$ cat config.mk
export PLATFORM = sky130hd
export DESIGN_NAME = display_video
export DESIGN_NICKNAME = d
export VERILOG_FILES = /design/src/rtl/display_video.sv
export SDC_FILE = /design/constraint.sdc
export NUM_CORES = 1
export LEC_CHECK = 0
export ABC_AREA = 1
export BUFFER_PORTS_ARGS = -buffer_cell sky130_fd_sc_hd__clkbuf_2
export CELL_PAD_IN_SITES_DETAIL_PLACEMENT = 1
export CELL_PAD_IN_SITES_GLOBAL_PLACEMENT = 2
export CORE_MARGIN = 1
export CORE_UTILIZATION = 25
export DETAILED_ROUTE_END_ITERATION = 12
export MAX_ROUTING_LAYER = met4
export PLACE_DENSITY = 0.62
export SLEW_MARGIN = 20
export SYNTH_ARGS = -nofsm -noshare
export SYNTH_HDL_FRONTEND = slang
export SYNTH_SLANG_ARGS = --single-unit
$ cat constraint.sdc
create_clock -name clk_core_12288 -period 3.6 [get_ports clk_core_12288]
set_input_delay 0.18 -clock clk_core_12288 [delete_from_list [all_inputs] [get_ports clk_core_12288]]
set_output_delay 0.18 -clock clk_core_12288 [all_outputs]
set_load 0.03 [all_outputs]
$ cat src/rtl/display_video.sv
// ============================================================================
// display_video : 320x240 raster with background colour and a D-pad cursor
// Rev 1.0
// ============================================================================
`default_nettype none

module display_video #(
  parameter int H_BPORCH   = 10,
  parameter int H_ACTIVE   = 320,
  parameter int H_TOTAL    = 400,
  parameter int V_BPORCH   = 10,
  parameter int V_ACTIVE   = 240,
  parameter int V_TOTAL    = 512,
  parameter int HS_X       = 3,
  parameter int BOX        = 16,
  parameter int BOX_X_INIT = 152,
  parameter int BOX_Y_INIT = 112
) (
  input  logic        clk_core_12288,
  input  logic        reset,
  input  logic [15:0] cont1_key,
  input  logic [31:0] bridge_addr,
  input  logic        bridge_wr,
  input  logic [31:0] bridge_wr_data,
  output logic [23:0] video_rgb,
  output logic        video_de,
  output logic        video_skip,
  output logic        video_vs,
  output logic        video_hs
);

  // One spare count value so H_TOTAL / V_TOTAL themselves are representable.
  localparam int XW = $clog2(H_TOTAL + 1);
  localparam int YW = $clog2(V_TOTAL + 1);

  localparam logic [XW-1:0] C_X_LAST   = XW'(H_TOTAL - 1);
  localparam logic [YW-1:0] C_Y_LAST   = YW'(V_TOTAL - 1);
  localparam logic [XW-1:0] C_X_START  = XW'(H_BPORCH);
  localparam logic [XW-1:0] C_X_END    = XW'(H_BPORCH + H_ACTIVE);
  localparam logic [YW-1:0] C_Y_START  = YW'(V_BPORCH);
  localparam logic [YW-1:0] C_Y_END    = YW'(V_BPORCH + V_ACTIVE);
  localparam logic [XW-1:0] C_HS_X     = XW'(HS_X);
  localparam logic [XW-1:0] C_BOX_W    = XW'(BOX);
  localparam logic [YW-1:0] C_BOX_H    = YW'(BOX);
  localparam logic [XW-1:0] C_BX_MAX   = XW'(H_ACTIVE - BOX);
  localparam logic [YW-1:0] C_BY_MAX   = YW'(V_ACTIVE - BOX);
  localparam logic [XW-1:0] C_BX_INIT  = XW'(BOX_X_INIT);
  localparam logic [YW-1:0] C_BY_INIT  = YW'(BOX_Y_INIT);
  localparam logic [23:0]   C_BG_INIT  = 24'h202040;
  localparam logic [23:0]   C_BOX_INIT = 24'hFFFFFF;
  localparam logic [31:0]   C_ADDR_BG  = 32'h0000_0000;
  localparam logic [31:0]   C_ADDR_BOX = 32'h0000_0004;

  logic [XW-1:0] x_q, x_d;
  logic [YW-1:0] y_q, y_d;
  logic [XW-1:0] box_x_q, box_x_d;
  logic [YW-1:0] box_y_q, box_y_d;
  logic [23:0]   bg_color_q, bg_color_d;
  logic [23:0]   box_color_q, box_color_d;
  logic [23:0]   rgb_q, rgb_d;
  logic          de_q, de_d;
  logic          vs_q, vs_d;
  logic          hs_q, hs_d;

  logic          frame_start;
  logic          h_act, v_act, in_box;
  logic [XW-1:0] px;
  logic [YW-1:0] py;
  logic          key_up, key_down, key_left, key_right;

  assign key_up    = cont1_key[0];
  assign key_down  = cont1_key[1];
  assign key_left  = cont1_key[2];
  assign key_right = cont1_key[3];

  logic unused_ok;
  assign unused_ok = ^{bridge_wr_data[31:24], cont1_key[15:4]};

  always_comb begin
    x_d = x_q + XW'(1);
    y_d = y_q;
    if (x_q == C_X_LAST) begin
      x_d = '0;
      y_d = (y_q == C_Y_LAST) ? '0 : y_q + YW'(1);
    end

    frame_start = (x_q == '0) && (y_q == '0);
    h_act = (x_q >= C_X_START) && (x_q < C_X_END);
    v_act = (y_q >= C_Y_START) && (y_q < C_Y_END);
    // Pixel coords wrap outside the active window; in_box is only used when active.
    px = x_q - C_X_START;
    py = y_q - C_Y_START;
    in_box = (px >= box_x_q) && (px < box_x_q + C_BOX_W) &&
             (py >= box_y_q) && (py < box_y_q + C_BOX_H);

    box_x_d = box_x_q;
    box_y_d = box_y_q;
    if (frame_start) begin
      if (key_right && !key_left && (box_x_q < C_BX_MAX)) begin
        box_x_d = box_x_q + XW'(1);
      end else if (key_left && !key_right && (box_x_q != '0)) begin
        box_x_d = box_x_q - XW'(1);
      end
      if (key_down && !key_up && (box_y_q < C_BY_MAX)) begin
        box_y_d = box_y_q + YW'(1);
      end else if (key_up && !key_down && (box_y_q != '0)) begin
        box_y_d = box_y_q - YW'(1);
      end
    end

    bg_color_d  = bg_color_q;
    box_color_d = box_color_q;
    if (bridge_wr) begin
      if (bridge_addr == C_ADDR_BG) begin
        bg_color_d = bridge_wr_data[23:0];
      end else if (bridge_addr == C_ADDR_BOX) begin
        box_color_d = bridge_wr_data[23:0];
      end
    end

    de_d  = h_act && v_act;
    vs_d  = frame_start;
    hs_d  = (x_q == C_HS_X);
    rgb_d = '0;
    if (de_d) begin
      rgb_d = in_box ? box_color_q : bg_color_q;
    end
  end

  always_ff @(posedge clk_core_12288 or posedge reset) begin
    if (reset) begin
      x_q         <= '0;
      y_q         <= '0;
      box_x_q     <= C_BX_INIT;
      box_y_q     <= C_BY_INIT;
      bg_color_q  <= C_BG_INIT;
      box_color_q <= C_BOX_INIT;
      rgb_q       <= '0;
      de_q        <= 1'b0;
      vs_q        <= 1'b0;
      hs_q        <= 1'b0;
    end else begin
      x_q         <= x_d;
      y_q         <= y_d;
      box_x_q     <= box_x_d;
      box_y_q     <= box_y_d;
      bg_color_q  <= bg_color_d;
      box_color_q <= box_color_d;
      rgb_q       <= rgb_d;
      de_q        <= de_d;
      vs_q        <= vs_d;
      hs_q        <= hs_d;
    end
  end

  assign video_rgb  = rgb_q;
  assign video_de   = de_q;
  assign video_vs   = vs_q;
  assign video_hs   = hs_q;
  assign video_skip = 1'b0;

endmodule

`default_nettype wire

Word level (Yosys, flattened, before mapping)
Cells that the tools add are included.
{ "classes": {"addsub": 10, "bitwise_logic": 1, "n_eq_ne": 4, "n_reduce_logical": 30, "muxes": 8, "order_cmp": 10} }
{ "ops": {"columns": ["op", "count"], "rows": [
  ["$mux W24", 2],
  ["$eq A32 B3 Y1 const B", 1],
  ["$logic_not A32 Y1", 1],
  ["$mux W10", 3],
  ["$mux W9", 3],
  ["$add A10 B1 Y10 const B", 2],
  ["$lt A10 B8 Y1 const B", 2],
  ["$add A9 B1 Y9 const B", 2],
  ["$lt A9 B9 Y1 const B", 2],
  ["$logic_and A1 B1 Y1", 15],
  ["$add A10 B5 Y10 const B", 1],
  ["$eq A10 B9 Y1 const B", 1],
  ["$ge A10 B10 Y1", 1],
  ["$ge A10 B4 Y1 const B", 1],
  ["$logic_not A10 Y1", 1],
  ["$lt A10 B10 Y1", 1],
  ["$reduce_bool A10 Y1", 1],
  ["$sub A10 B1 Y10 const B", 1],
  ["$sub A10 B4 Y10 const B", 1],
  ["$add A9 B5 Y9 const B", 1],
  ["$eq A9 B2 Y1 const B", 1],
  ["$eq A9 B9 Y1 const B", 1],
  ["$ge A9 B4 Y1 const B", 1],
  ["$ge A9 B9 Y1", 1],
  ["10 further kinds", 16]
]} }
{ "totals": {"register_bits": 113, "elab_cells": 73} }

Longest topological paths before layout
Gate-level depths: netlist of the first run.
{ "logic_depth": {"depth_word": 7, "mapped_depth": 18, "mapped_depth_nobuf": 17} }

Least setup slack after synthesis of the first run
No wires, ideal clock.
{ "synth_path": {"path_type": "flip-flop to flip-flop", "from": "reg y_q[1]", "to": "reg rgb_q[13] (netlist: video_rgb[13])", "stages_incl_launch_ff": 18, "slack_ps": 869, "synth_period_minus_slack_ps": 2731, "n_path_buf": 2, "arrival_ps": 2660, "cell_sequence": "dfrtp_1 > inv_1 > ha_1 > or2_2 > nand2_1 > nor3_1 > xor2_1 > ha_1 > nand2_1 > nor2_1 > nand3b_1 > nor2_1 > nor2_1 > nand4_1 > buf_4 > clkbuf_1 > nor2_1 > nor2_1"} }
{ "synth_between": {"elab_chain_cells": 6, "elab_cells_between_ends": 11, "cone_classes": "1 x add/sub; 4 x order compare; 2 x mux; 4 x reduce/logical"} }
{ "synth_lines": {"columns": ["item", "line_no", "source"], "rows": [
  ["start: declaration", "55", "logic [YW-1:0] y_q, y_d;"],
  ["start signal: assignment", "144", "y_q <= y_d;"],
  ["$sub A10 B4 Y10", "92", "py = y_q - C_Y_START;"],
  ["$ge A10 B10 Y1", "94", "(py >= box_y_q) && (py < box_y_q + C_BOX_H);"],
  ["$logic_and A1 B1 Y1", "93", "in_box = (px >= box_x_q) && (px < box_x_q + C_BOX_W) &&"],
  ["$logic_and A1 B1 Y1", "94", null],
  ["$mux W24", "126", "rgb_d = in_box ? box_color_q : bg_color_q;"],
  ["$mux W24 *", "125", "if (de_d) begin"],
  ["net rgb_d[13]", "60", "logic [23:0] rgb_q, rgb_d;"],
  ["end signal: assignment", "149", "rgb_q <= rgb_d;"],
  ["end: declaration", "60", null]
]} }
Mark *: on every way through the listed nets, which the timed path passes. The rest lies on a longest branch.
A chain may end at the register's enable or synchronous reset.

Final worst setup path of the first run
{ "layout_path": {"from": "reg y_q[1]", "to": "reg rgb_q[18] (netlist: video_rgb[18])"} }
Same word-level chain as after synthesis.

==> results of run 1 <==
==> area by class of cell <==
type,instances,area (um2),share of cell area [%]
Sequential cell,113,2869,32.55
Inverter,108,407.9,4.628
Timing Repair Buffer,124,795.8,9.029
Clock buffer,18,429.2,4.869
Clock inverter,14,168.9,1.917
Tap cell,378,473.0,5.366
Multi-Input combinational cell,648,3670,41.64
==> logic make-up after synthesis <==
kind of cell	after synthesis	synth area share (%)
AND/OR/NAND/NOR	425	26.11
buffers and inverters	132	7.749
AO/OA/AOI/OAI	119	9.444
flip-flops	113	40.48
adder cells (fa/ha/maj)	61	10.98
XOR/XNOR	42	5.190
other	1	0.05291
==> path summary, 6_finish.rpt <==
path / start / to / cells after the start / slack (ns)
max: y_q[1] / video_rgb[18] / 16 / 0.54
min: cont1_key[2] / box_x_q[8] / 7 / 0.27
max reg2reg: y_q[1] / video_rgb[18] / 16 / 0.54
min reg2reg: box_color_q[14] / box_color_q[14] / 2 / 0.47
max in group asynchronous: reset / box_y_q[6] / 4 / 2.28
min in group asynchronous: reset / video_rgb[8] / 3 / 0.46
==> metrics by stage <==
| step | instances | utilization, % | power, mW | area (um2) |
|---|---|---|---|---|
| 6_report | 1403 | 31.64 | 3.372 | 8813 |
| 5_1_grt | 1403 | 31.64 | 3.541 | 8813 |
| 4_1_cts | 1403 | 31.64 | 3.450 | 8813 |
| 3_5_place_dp | 1346 | 28.59 | 1.612 | 7965 |
| 3_3_place_gp | 1346 | 28.59 | 1.611 | 7965 |
| 2_1_floorplan | 893 | - | 1.510 | 7088 |
==> layer usage <==
| metal | wire length (um) | part of all wire [%] | vias up |
|---|---|---|---|
| met2 | 8836 | 46 | 71 |
| met4 | 144 | 0.74 | 0 |
| met1 | 9980 | 51 | 2815 |
| li1 | - | - | 3098 |
| met3 | 442 | 2.3 | 11 |
| met5 | 0 | 0 | - |
==> sequential cells by signal (all words and copies together) (netlist names), 9 cells and up <==
| name | cells |
|---|---|
| video_rgb | 24 |
| bg_color_q | 24 |
| x_q | 9 |
| box_x_q | 9 |
| box_y_q | 10 |
| y_q | 10 |
| box_color_q | 24 |
==> worst max-delay path: stages (launching register included) <==
cell and delay (ns):
dfrtp_1 0.43, inv_1 0.13, ha_1 0.24, or2_2 0.31, nand2_1 0.11, nor3_1 0.06
xor2_1 0.23, ha_1 0.28, a21o_1 0.18, nor2_1 0.11, nand2_1 0.07, nor2_1 0.09
nand4_1 0.19, buf_12 0.26, nand2_1 0.09, nand2_1 0.05, nor2_1 0.16
==> Yosys cell counts (all sizes together), types with 2 or more instances <==
| cell | count |
|---|---|
| a21o | 6 |
| a21oi | 25 |
| a31oi | 3 |
| and2 | 2 |
| and3 | 2 |
| buf | 16 |
| clkbuf | 8 |
| dfrtp | 80 |
| dfstp | 33 |
| fa | 2 |
| ha | 59 |
| inv | 107 |
| nand2 | 244 |
| nand3 | 25 |
| nand3b | 2 |
| nand4 | 19 |
| nor2 | 103 |
| nor3 | 17 |
| nor3b | 3 |
| nor4 | 5 |
| o21ai | 80 |
| o31ai | 2 |
| or2 | 3 |
| xnor2 | 13 |
| xor2 | 29 |
==> timing repair <==
| item | CTS | global route |
|---|---|---|
| resized for setup | 0 | 0 |
| hold endpoints to repair | 92 | 0 |
| hold buffers | 25 | 0 |
==> power by group through the flow <==
| stage | sequential, mW | combinational (mW) | clock [mW] |
|---|---|---|---|
| after CTS | 1.30 | 0.312 | 1.84 |
| after detailed placement | 1.32 | 0.288 | 0 |
| after global routing | 1.30 | 0.351 | 1.89 |
| after floorplan | 1.32 | 0.193 | 0 |
| after global placement | 1.32 | 0.287 | 0 |
| final | 1.30 | 0.302 | 1.77 |
==> results.md, run 1 <==
- Number of global-route vias before repair: 6342
- Area share of the largest cell type after synthesis: 28.24%
- Clk pwr share: 52.4%
- Grt met1 use: 20.16%
- Pint: 2.465 mW
- Worst setup margin: 0.5433 ns
- Peak supply drop: 0.2220 mV
- Gpl congestion: 0.7392
- Register area share after synthesis: 40.48%
- Flop pwr share: 38.6%
- Routed Antenna Nets: 0
- CTS tree: yes
- P&R area growth vs syn: 24.34%
- Starting density of the core: 25.44%
- Fillers: 3361
- Commonest non-fill, non-tap cells in the layout: nand2_1, inv_1, nor2_1
- PwrDens: 382.5 mW/mm2
- RSZ-0062 raised after global routing: false
- Number of synthesized flops with an enable pin: 0
- Combinational Power Share: 9.0%
- Leakage: 4.446 nW
- Hold_ws: 0.2702 ns
- Sw frac: 26.90%
- Met2 usage in global routing: 23.15%
- Total GRT Usage: 15.03%
- Syn nets: 1037
- Most common flop cell mapped by yosys: dfrtp_1
- Commonest non-fill, non-tap cell in the layout: nand2_1
- Crit path DAT: 3.40 ns
- Status: complete, no violations
- Hold Crit Class: in2reg
- DRC viols: 0
- Synth Instances: 893
- Critical path startpoint category: flip-flop
- Core outline area: 0.02786 mm2
- Top Usage Layer GRT: met2
- Initial antenna violation count: 0
- H-Tree Depth: 4
- Yosys Warn Count: 0
- Area of the mapped netlist: 0.007088 mm2
- Post-CTS setup buffer count: 0
- Max frequency: 0.3271 GHz
- Leading area contributor after synthesis: dfrtp_1
- I/O Buffers: 89
- Die width: 170.4 um
- Wire per inst: 13.83 um
- Psw: 907.0 uW
- Vias: 5995
- Required @ worst endpoint: 3.94 ns
- Total grt overflow: 0
- Fin crit share: 84.91%
- Fin. Hold Viols: 0
- Setup TNS: 0 ns
- Max-cap violations: 0
- CTS root buffer: clkbuf_16
- Asr flop ratio synth: 100.0%
- Max Slew Vio Count: 0
- CP Capture Type: flip-flop
- Synthesized flop and latch total: 113
- CTS max path bufs: 2
- Slew HR: 44.43%
- TritonCTS buffer count: 17
- First-pass GRT wire length: 32.86 mm
- Vias per cell: 4.273
- Die height: 170.4 um
- Hpwl dp: 13.95 mm
- Inserted Diodes: 0
- Layout Nets: 1156
- Die area: 0.02903 mm2
- Worst-path clk slew: 0.06 ns
- Met3 Usage GRT: 2.744%
- Share of cells above drive strength 1: 19.80%
- Clock latency at the later pin of the worst-skew pair: 0.43 ns
- 1st-iter DRT viols: 208
- Largest net degree at the start of global routing: 60
- Largest cells by area after synthesis: dfrtp_1, nand2_1, dfstp_2, ha_1, inv_1
- FP Rows: 61
- Crit-path max FO: 48
- Setup-failing EPs final: 0
- Setup Crit Path Kind: reg2reg
- Fin crit period: 3.057 ns
- Syn avg cell area: 7.937 um2
- Pre-CTS setup slack: 0.4922 ns
- Netlist cell types: 48
- Pre-antenna DRT Iters: 4
- I/O pin cnt: 111
- Clock sink count: 113
- Clock Skew: 0.02895 ns
- Worst Tran Pin Value: 0.8316 ns
- Final WL: 19.40 mm
Note: power is estimated with default switching activity, not from simulation.
==> run 2: changes to the inputs <==
--- a/config.mk
+++ b/config.mk
@@ -5,7 +5,7 @@
 export SDC_FILE = /design/constraint.sdc
 export NUM_CORES = 1
 export LEC_CHECK = 0
-export ABC_AREA = 1
+export ABC_AREA = 0
 export BUFFER_PORTS_ARGS = -buffer_cell sky130_fd_sc_hd__clkbuf_2
 export CELL_PAD_IN_SITES_DETAIL_PLACEMENT = 1
 export CELL_PAD_IN_SITES_GLOBAL_PLACEMENT = 2
@@ -13,7 +13,7 @@
 export CORE_UTILIZATION = 25
 export DETAILED_ROUTE_END_ITERATION = 12
 export MAX_ROUTING_LAYER = met4
-export PLACE_DENSITY = 0.62
+export PLACE_DENSITY = 0.6
 export SLEW_MARGIN = 20
 export SYNTH_ARGS = -nofsm -noshare
 export SYNTH_HDL_FRONTEND = slang
==> constraint.sdc (replaced) <==
create_clock -name clk_core_12288 -period 2.5 [get_ports clk_core_12288]
set_input_delay 0.125 -clock clk_core_12288 [delete_from_list [all_inputs] [get_ports clk_core_12288]]
set_output_delay 0.125 -clock clk_core_12288 [all_outputs]
set_load 0.03 [all_outputs]
==> results.md, run 2 <==
- Hold path cells: 4
- Clock latency at the later pin of the worst-skew pair: 0.42 ns
- I/O Buffers: 89
- Layout Nets: 1033
- Number of synthesized flops with an enable pin: 0
- Inserted Diodes: 0
- Pre-CTS setup slack: -0.4605 ns
- PwrDens: 519.7 mW/mm2
- Commonest non-fill, non-tap cell in the layout: buf_4
- Commonest non-fill, non-tap cells in the layout: buf_4, clkbuf_2, dfrtp_1
- Hold Path Sink: box_x_q[7]
- Hold Crit Class: in2reg
- Synth cell count leaders: dfrtp_1, ha_1, mux2_2
- Most common flop cell mapped by yosys: dfrtp_1
- Leakage: 4.469 nW
- Setup-failing EPs final: 25
- Dpl cell area: 0.008363 mm2
- Largest net degree at the start of global routing: 44
- Critical path startpoint category: flip-flop
- Origin of the critical flop-to-flop path: y_q[2]
- Worst-path clk slew: 0.06 ns
- CTS root buffer: clkbuf_16
- Syn nets: 794
- Synth Instances: 650
- Routed Antenna Nets: 0
- Setup TNS: -8.213 ns
- Hold_ws: 0.1776 ns
- Max Slew Vio Count: 0
- Yosys Warn Count: 0
- Netlist cell types: 58
- Most numerous cell in the Yosys netlist: dfrtp_1
- Die height: 166.1 um
- Worst reg2reg setup slack: -0.37 ns
- Clock sink count: 113
- Starting density of the core: 25.69%
- Crit path DAT: 3.22 ns
- Area share of the largest cell type after synthesis: 29.73%
- Max-cap violations: 0
- Die area: 0.02759 mm2
- Cell count after placement: 1147
- Total grt overflow: 0
- Leading area contributor after synthesis: dfrtp_1
- Die width: 166.1 um
- Max frequency: 0.3478 GHz
- Register area share after synthesis: 42.61%
- Gpl congestion: 0.8405
- Core outline area: 0.02621 mm2
- Hpwl dp: 14.44 mm
- H-Tree Depth: 4
- CTS max path bufs: 2
- Worst setup margin: -0.3749 ns
- 1st-iter DRT viols: 237
- Fin util: 38.30%
- Total GRT Usage: 15.76%
- CTS tree: yes
- Worst r2r path cells: 15
- Worst Tran Pin Value: 0.8787 ns
- Number of global-route vias before repair: 6491
- P&R area growth vs syn: 49.08%
- Crit-path max FO: 6
- TritonCTS buffer count: 17
- Clock Skew: 0.01384 ns
- Required @ worst endpoint: 2.85 ns
- DRC viols: 17
- Peak supply drop: 0.2691 mV
- Vias per cell: 4.757
- Pre-antenna DRT Iters: 8
- Final instance area: 0.01004 mm2
- Status: finished, violations left
- Syn avg cell area: 10.36 um2
- Failing checks: design-rule violations, negative setup slack
- Final WL: 21.47 mm
- RSZ-0062 raised after global routing: true
- Area of the mapped netlist: 0.006733 mm2
- Wire per inst: 17.35 um
- Fin cells: 1237
- Synthesized flop and latch total: 113
- Worst reg2reg path endpoint: video_rgb[23]
- FP Rows: 59
- Setup Crit Path Kind: reg2reg
- Fin crit period: 2.875 ns
- CP Capture Type: flip-flop
- First-pass GRT wire length: 33.53 mm
- Slew HR: 41.30%
- Tot Pwr: 5.216 mW
- Initial antenna violation count: 0
- Share of cells above drive strength 1: 48.56%
- Fin. Hold Viols: 0
- Fin crit share: 115.0%
- Vias: 5885
- I/O pin cnt: 111
- Largest cells by area after synthesis: dfrtp_1, dfstp_2, ha_1, mux2_2, xnor2_1
- HP Start: cont1_key[2]
- Asr flop ratio synth: 100.0%
==> run 2: cell types whose count changed in the layout (fill, tap and decap cells not counted), sizes merged, moves of 14 or more <==
cell / before / now
nand2: 244 / 37
buf: 10 / 131
inv: 115 / 46
nor2: 103 / 35
mux2: 0 / 50
o21ai: 80 / 49
a21boi: 0 / 25
xnor2: 13 / 32
xor2: 29 / 15
==> run 2: logic make-up after synthesis <==
kind of cell | after synthesis | synth area share [%]
multiplexers | 53 | 8.809
adder cells (fa/ha/maj) | 61 | 11.56
AO/OA/AOI/OAI | 139 | 13.21
AND/OR/NAND/NOR | 171 | 13.53
buffers and inverters | 65 | 4.107
other | 1 | 0.05570
XOR/XNOR | 47 | 6.114
flip-flops | 113 | 42.61
==> run 2: power breakdown <==
group          switching [mW]  internal (mW)  leakage (nW)  total (mW)
Combinational           0.422          0.428          2.78       0.850
Sequential             0.0326           1.86          1.41        1.89
Clock                    1.05           1.42         0.285        2.47
==> run 2: worst max path at each step <==
stage	slack, ns	depth (start not counted)	to	start
floorplan	-0.17	12	video_rgb[10]	box_y_q[6]
detailed placement	-0.46	13	video_rgb[0]	y_q[2]
finish	-0.37	15	video_rgb[23]	y_q[2]
global route	-0.51	15	video_rgb[0]	y_q[2]
CTS	-0.35	13	video_rgb[7]	y_q[2]
global placement	-0.38	13	video_rgb[12]	y_q[2]
==> run 2: area by class of cell <==
type / instances / area (um2)
tap: 335 / 419.2
clock buffer: 17 / 425.4
inverter: 37 / 143.9
timing repair buffer: 248 / 1902
clock inverter: 15 / 162.7
sequential: 113 / 2875
fill: 2886 / 16170
multi-input combinational: 472 / 4109
==> run 2: metal layers <==
layer / up-vias / routed length, um / track usage, %
met5: - / 0 / -
met4: 0 / 185 / 4.104
met3: 19 / 627 / 3.337
met2: 92 / 11470 / 28.07
met1: 2996 / 9182 / 17.82
li1: 2778 / - / -
==> run 2: repair_timing <==
action | CTS | global route
cloned | 1 | 4
setup endpoints to repair | 30 | 32
setup buffers | 17 | 16
pin swaps | 20 | 45
resized for setup | 48 | 71
endpoints found under the hold margin | 70 | 0
hold buffers | 25 | 0
==> run 2: worst max-delay path: stages, from the launching register on <==
cell and delay (ns):
dfrtp_1 0.39, inv_2 0.07, ha_4 0.16, nor2b_4 0.16
nor2_2 0.07, xor2_2 0.22, ha_4 0.24, a211o_1 0.30
a21oi_2 0.12, a31oi_2 0.12, buf_4 0.16, nor3_4 0.25
buf_6 0.17, buf_8 0.14, nand3_1 0.09, a21boi_1 0.14
